$ cat src/rtl/tex_mem_arbiter.sv
// ---------------------------------------------------------------------------
// tex_mem_arbiter
//
// Shares a single memory port among NREQ texture-unit requesters. Requests
// are granted round-robin, and only one memory transaction is outstanding at
// a time. A transaction that the memory does not acknowledge within TIMEOUT
// WAIT cycles is still completed towards its requester: the response data is
// zero and err_timeout is raised.
//
// Handshake: req_valid[i] is a level request. The requester holds it, with a
// stable address, until it sees its one-cycle req_ack[i] pulse. rsp_data is
// only meaningful in that req_ack cycle. mem_req is a one-cycle pulse, and
// mem_ack is a one-cycle pulse that is honoured only in ISSUE or WAIT.
//
// Ports
//   clk, rst_n    clock; asynchronous active-low reset
//   req_valid     [NREQ]         per-requester fetch request (level)
//   req_addr      [NREQ*ADDR_W]  per-requester address, slice i*ADDR_W
//   req_ack       [NREQ]         one-hot completion pulse
//   rsp_data      [DATA_W]       response line, broadcast
//   mem_req       1              memory request pulse
//   mem_addr      [ADDR_W]       address of the current transaction
//   mem_ack       1              memory completion pulse
//   mem_data      [DATA_W]       memory line, valid with mem_ack
//   busy          1              FSM not in IDLE
//   owner         [OW]           current or last granted requester
//   err_timeout   1              timeout flag, coincident with req_ack
//   dbg_state     [2]            FSM state (IDLE=0 ISSUE=1 WAIT=2 RESP=3)
// ---------------------------------------------------------------------------
module tex_mem_arbiter #(
    parameter int NREQ    = 4,
    parameter int ADDR_W  = 32,
    parameter int DATA_W  = 128,
    parameter int TIMEOUT = 255,   // must be >= 1
    localparam int OW     = (NREQ > 1) ? $clog2(NREQ) : 1,
    localparam int CW     = $clog2(TIMEOUT + 1)
) (
    input  logic                   clk,
    input  logic                   rst_n,
    input  logic [NREQ-1:0]        req_valid,
    input  logic [NREQ*ADDR_W-1:0] req_addr,
    output logic [NREQ-1:0]        req_ack,
    output logic [DATA_W-1:0]      rsp_data,
    output logic                   mem_req,
    output logic [ADDR_W-1:0]      mem_addr,
    input  logic                   mem_ack,
    input  logic [DATA_W-1:0]      mem_data,
    output logic                   busy,
    output logic [OW-1:0]          owner,
    output logic                   err_timeout,
    output logic [1:0]             dbg_state
);

    typedef enum logic [1:0] {
        S_IDLE  = 2'd0,
        S_ISSUE = 2'd1,
        S_WAIT  = 2'd2,
        S_RESP  = 2'd3
    } state_e;

    state_e              state_q;
    logic [NREQ-1:0]     req_ack_q;
    logic [DATA_W-1:0]   rsp_data_q;
    logic                mem_req_q;
    logic [ADDR_W-1:0]   mem_addr_q;
    logic [OW-1:0]       owner_q;
    logic                err_q;
    logic [CW-1:0]       wait_cnt_q;
    logic [OW-1:0]       last_grant_q;

    // Round-robin winner: walk from last_grant+1 upwards with wrap; the
    // first requester found valid wins.
    logic                grant_found;
    logic [OW-1:0]       grant_idx;
    logic [OW-1:0]       cand;
    logic [ADDR_W-1:0]   grant_addr;

    always_comb begin
        grant_found = 1'b0;
        grant_idx   = '0;
        cand        = last_grant_q;
        for (int k = 0; k < NREQ; k++) begin
            cand = (cand == OW'(NREQ - 1)) ? '0 : cand + 1'b1;
            if (!grant_found && req_valid[cand]) begin
                grant_found = 1'b1;
                grant_idx   = cand;
            end
        end
        grant_addr = req_addr[int'(grant_idx)*ADDR_W +: ADDR_W];
    end

    always_ff @(posedge clk or negedge rst_n) begin
        if (!rst_n) begin
            state_q      <= S_IDLE;
            req_ack_q    <= '0;
            rsp_data_q   <= '0;
            mem_req_q    <= 1'b0;
            mem_addr_q   <= '0;
            owner_q      <= '0;
            err_q        <= 1'b0;
            wait_cnt_q   <= '0;
            last_grant_q <= OW'(NREQ - 1);
        end else begin
            // Pulse outputs default low; the branches below raise them for
            // exactly one cycle.
            mem_req_q <= 1'b0;
            req_ack_q <= '0;
            err_q     <= 1'b0;
            case (state_q)
                S_IDLE: begin
                    if (grant_found) begin
                        owner_q    <= grant_idx;
                        mem_addr_q <= grant_addr;
                        mem_req_q  <= 1'b1;
                        wait_cnt_q <= '0;
                        state_q    <= S_ISSUE;
                    end
                end
                S_ISSUE: begin
                    if (mem_ack) begin
                        rsp_data_q <= mem_data;
                        req_ack_q  <= NREQ'(1) << owner_q;
                        state_q    <= S_RESP;
                    end else begin
                        state_q <= S_WAIT;
                    end
                end
                S_WAIT: begin
                    // An ack in the last allowed WAIT cycle still wins over
                    // the timeout.
                    if (mem_ack) begin
                        rsp_data_q <= mem_data;
                        req_ack_q  <= NREQ'(1) << owner_q;
                        state_q    <= S_RESP;
                    end else if (wait_cnt_q == CW'(TIMEOUT - 1)) begin
                        rsp_data_q <= '0;
                        req_ack_q  <= NREQ'(1) << owner_q;
                        err_q      <= 1'b1;
                        state_q    <= S_RESP;
                    end else begin
                        wait_cnt_q <= wait_cnt_q + 1'b1;
                    end
                end
                S_RESP: begin
                    last_grant_q <= owner_q;
                    state_q      <= S_IDLE;
                end
                default: state_q <= S_IDLE;
            endcase
        end
    end

    assign req_ack     = req_ack_q;
    assign rsp_data    = rsp_data_q;
    assign mem_req     = mem_req_q;
    assign mem_addr    = mem_addr_q;
    assign busy        = (state_q != S_IDLE);
    assign owner       = owner_q;
    assign err_timeout = err_q;
    assign dbg_state   = state_q;

endmodule
$ cat config.mk
export PLATFORM = sky130hd
export DESIGN_NAME = tex_mem_arbiter
export DESIGN_NICKNAME = d
export VERILOG_FILES = /design/src/rtl/tex_mem_arbiter.sv
export SDC_FILE = /design/constraint.sdc
export NUM_CORES = 1
export LEC_CHECK = 0
export BUFFER_PORTS_ARGS = -buffer_cell sky130_fd_sc_hd__buf_4
export CORE_AREA = 2 2 168 170
export DETAILED_ROUTE_END_ITERATION = 12
export DIE_AREA = 0 0 170 172
export HOLD_SLACK_MARGIN = 0.15
export SYNTH_ARGS = -nofsm -noshare
export SYNTH_HDL_FRONTEND = slang
export SYNTH_SLANG_ARGS = --single-unit
export TNS_END_PERCENT = 30
$ cat constraint.sdc
create_clock -name clk -period 2.2 [get_ports clk]
set_clock_uncertainty 0.1 [all_clocks]
set_input_delay 0.44 -clock clk [delete_from_list [all_inputs] [get_ports clk]]
set_output_delay 0.44 -clock clk [all_outputs]
set_load 0.02 [all_outputs]
==> impl_metrics.py <==
metrics = {
    "floorplanning": {
        "initial_utilization_pct": 29.9,
        "core_um2": 27500,
        "pin_count": 434,
        "die-area_um2": 29200,
        "die_y_um": 172,
        "rows": 61,
        "dieWidth_um": 170,
    },
    "drt": {
        "wirelength_um": 32600,
        "dr_total_vias": 7955,
        "drc": 0,
        "first_iter_violations": 415,
        "drtPass1Iterations": 5,
        "wl_per_cell_um": 20.7,
        "drtAntennaViolNets": 0,
        "detail_route.vias_per_cell": 5.06,
    },
    "yosys": {
        "synthTopCellsByArea": "dfrtp_1 (54%), a22o_1 (14%), o31ai_2 (4.6%), a41o_1 (4.4%), a41o_2 (3.7%)",
        "yosysMostFrequentCell": "dfrtp_1",
        "syn_nets": 928,
        "netlist_instances": 658,
        "ys_ff_latch": 180,
        "yosysUniqueCellTypes": 49,
        "yosysTopAreaCellShare_pct": 54.1,
        "yosys_warnings": 0,
        "syn_area_per_cell_um2": 12.5,
        "synth_edf_count": 0,
        "yosysTopAreaCell": "dfrtp_1",
        "async_flop_share_pct": 100,
        "synthFlopType": "dfrtp_1",
        "synth.cell_area_um2": 8230,
        "seq_area_frac_synth_pct": 54.8,
        "synth_common_cells": "dfrtp_1 (178), a22o_1 (130), nand2_1 (38), a21oi_1 (37), buf_2 (37)",
    },
    "timing": {
        "holdWs_ns": 0.172,
        "slew_headroom_pct": 70.0,
        "tightest_slew_ns": 0.449,
        "fmax_ghz": 0.460,
        "rsz0062_at_grt": "yes",
        "fin_ws_ns": 0.0253,
        "layout_min_cycle_time_ns": 2.17,
        "fin_crit_sh_pct": 98.8,
        "finalMaxSlewViolations": 0,
        "hold_violations": 0,
        "setup_viol": 0,
    },
    "placement": {
        "post_dp_cell_area_um2": 12100,
        "io_buffers": 433,
        "place_congestion": 0.778,
        "dp_hpwl_um": 22600,
        "pre_cts_ws_ns": -0.0482,
        "dp_cells": 1407,
    },
    "power": {
        "total_power_w": 0.0212,
        "vdd_drop_max_uv": 611,
        "pwr-share-seq_pct": 27.1,
        "p_leak_nw": 7.02,
        "p_switching_w": 0.00916,
        "p_per_area_nw_per_um2": 1500,
        "power_frac_comb_pct": 58.1,
        "p_sw_share_pct": 43.1,
        "clkPwrFrac_pct": 14.8,
        "p_int_w": 0.0121,
    },
    "worst_hold_path": {
        "min_to": "rsp_data[75]",
        "hold_path_class": "input port to flip-flop",
        "min_from": "mem_data[75]",
        "holdPathStages": 2,
    },
    "final_layout": {
        "diodes": 0,
        "regArea_um2": 4510,
        "final_area_um2": 14100,
        "area_delta_synth_final_pct": 71.9,
        "multiInputGateArea_um2": 3430,
        "finalNonFillerCells": 1573,
        "nets": 1484,
        "drive_gt1_share_pct": 50.9,
        "fillers": 2406,
    },
    "global_route": {
        "grt_overflow_total": 0,
        "grt_usage_pct": 21.3,
        "grt_pass1_vias": 8094,
        "antenna_found_initial": 0,
        "grt_max_degree": 73,
        "grt_pass1_wl_um": 47700,
    },
    "worst_setup_path": {
        "endpoint_kind": "flip-flop",
        "r2r_start": "last_grant_q[0]",
        "start_kind": "flip-flop",
        "reg2reg_slack_ns": 0.03,
        "critical_path_class": "flip-flop to flip-flop",
        "critPathRequiredTime_ns": 2.42,
        "rr_worst_depth": 7,
        "r2r_end": "mem_addr[30]",
        "crit_arrival_ns": 2.39,
        "cp_max_fo": 48,
    },
    "cts": {
        "insertion_delay_ns": 0.43,
        "tritoncts": "done",
        "cts_buffer_depth": 2,
        "cts_root_buf": "clkbuf_16",
        "clk_pin_slew_ns": 0.08,
        "cts_buffers": 17,
        "cts_max_level": 4,
        "cts.sinks": 180,
    },
    "job": {
        "max_cap_violations": 0,
    },
    "run_status": {
        "outcome": "finished, final reports clean",
    },
}
[routing by layer]
layer  GRT usage (%)  share of wire, %  vias up
met4            6.91               2.8        0
met3            6.87               8.1       33
met5               0                 0        -
met2            36.3                49      332
met1            25.7                40     3880
li1                -                 -     3710
[metrics by stage]
stage | setup TNS (ns) | util [%]
2_1_floorplan | 0 | -
3_3_place_gp | -0.0182 | 44.1
3_5_place_dp | -0.565 | 44.1
4_1_cts | 0 | 51.2
5_1_grt | -0.0476 | 51.5
6_report | 0 | 51.5
[area by class of cell]
type                            instances  share of cell area [%]
Timing Repair Buffer                  608                    36.4
Inverter                                6                   0.159
Sequential cell                       180                    31.9
Tap cell                              346                    3.06
Clock buffer                           17                    3.01
Multi-Input combinational cell        401                    24.3
Clock inverter                         15                    1.27
[sequential cells by signal, indices dropped and copies added (netlist names)]
name,count
err_timeout,1
mem_req,1
last_grant_q,2
mem_addr,32
dbg_state,2
rsp_data,128
owner,2
wait_cnt_q,8
req_ack,4
[power by group through the flow]
stage                     registers, W  clock network [W]  logic [W]
after detailed placement       0.00576                  0     0.0119
after floorplan                0.00749                  0    0.00524
final                          0.00575            0.00315     0.0123
after global routing           0.00594            0.00337     0.0131
after global placement         0.00573                  0     0.0118
after CTS                      0.00572            0.00324     0.0123
[how the worst max path moves through the flow]
stage / startpoint / endpoint / slack (ns) / depth (start not counted)
final: last_grant_q[0] / mem_addr[30] / 0.03 / 7
after global routing: last_grant_q[0] / mem_addr[30] / -0.03 / 7
after CTS: last_grant_q[0] / mem_addr[0] / 0.03 / 7
after detailed placement: last_grant_q[0] / mem_addr[21] / -0.05 / 7
after global placement: last_grant_q[0] / mem_addr[30] / -0.02 / 7
after floorplan: last_grant_q[0] / mem_addr[24] / 0.03 / 8
[logic make-up (layout without fill, tap and decap cells)]
| family | Yosys count | count (layout) | share of synthesized area [%] |
|---|---|---|---|
| AOI/OAI and AO/OA | 314 | 314 | 34.2 |
| DFF | 180 | 180 | 54.8 |
| buffers and inverters | 77 | 646 | 4.87 |
| and+or+nand+nor | 71 | 71 | 4.03 |
| adders and majority gates | 7 | 7 | 1.06 |
| xor gates and xnor gates | 5 | 5 | 0.532 |
| muxes | 4 | 4 | 0.532 |
[worst max-delay path: stages, from the launching register on]
cell and delay, ns:
dfstp_2 0.57, ha_4 0.23, o211ai_1 0.15, buf_12 0.28
nand3_4 0.18, a221oi_1 0.33, buf_4 0.17, o31ai_2 0.05
[cell usage in the layout, fill, tap and decap left out, drive strengths merged, types with 2 or more instances in the layout]
| cell | instances |
|---|---|
| buf | 478 |
| dlygate4sd3 | 127 |
| a22o | 130 |
| dfstp | 2 |
| inv | 14 |
| nand2b | 4 |
| dfrtp | 178 |
| nor4 | 2 |
| ha | 7 |
| clkbuf | 19 |
| o31a | 2 |
| o31ai | 33 |
| o211ai | 5 |
| clkinv | 7 |
| a21oi | 67 |
| o21ai | 4 |
| o22ai | 2 |
| nor3b | 2 |
| and3 | 5 |
| nand2 | 38 |
| mux2 | 3 |
| xor2 | 5 |
| nor2 | 12 |
| a41o | 63 |
[what timing repair did]
item	CTS	global route
setup endpoints to repair	22	45
setup buffers	3	2
hold endpoints to repair	156	0
pin swaps	1	4
hold buffers	127	0
gates cloned	1	1
resized for setup	3	9
Power figures use the tool's default switching activity.
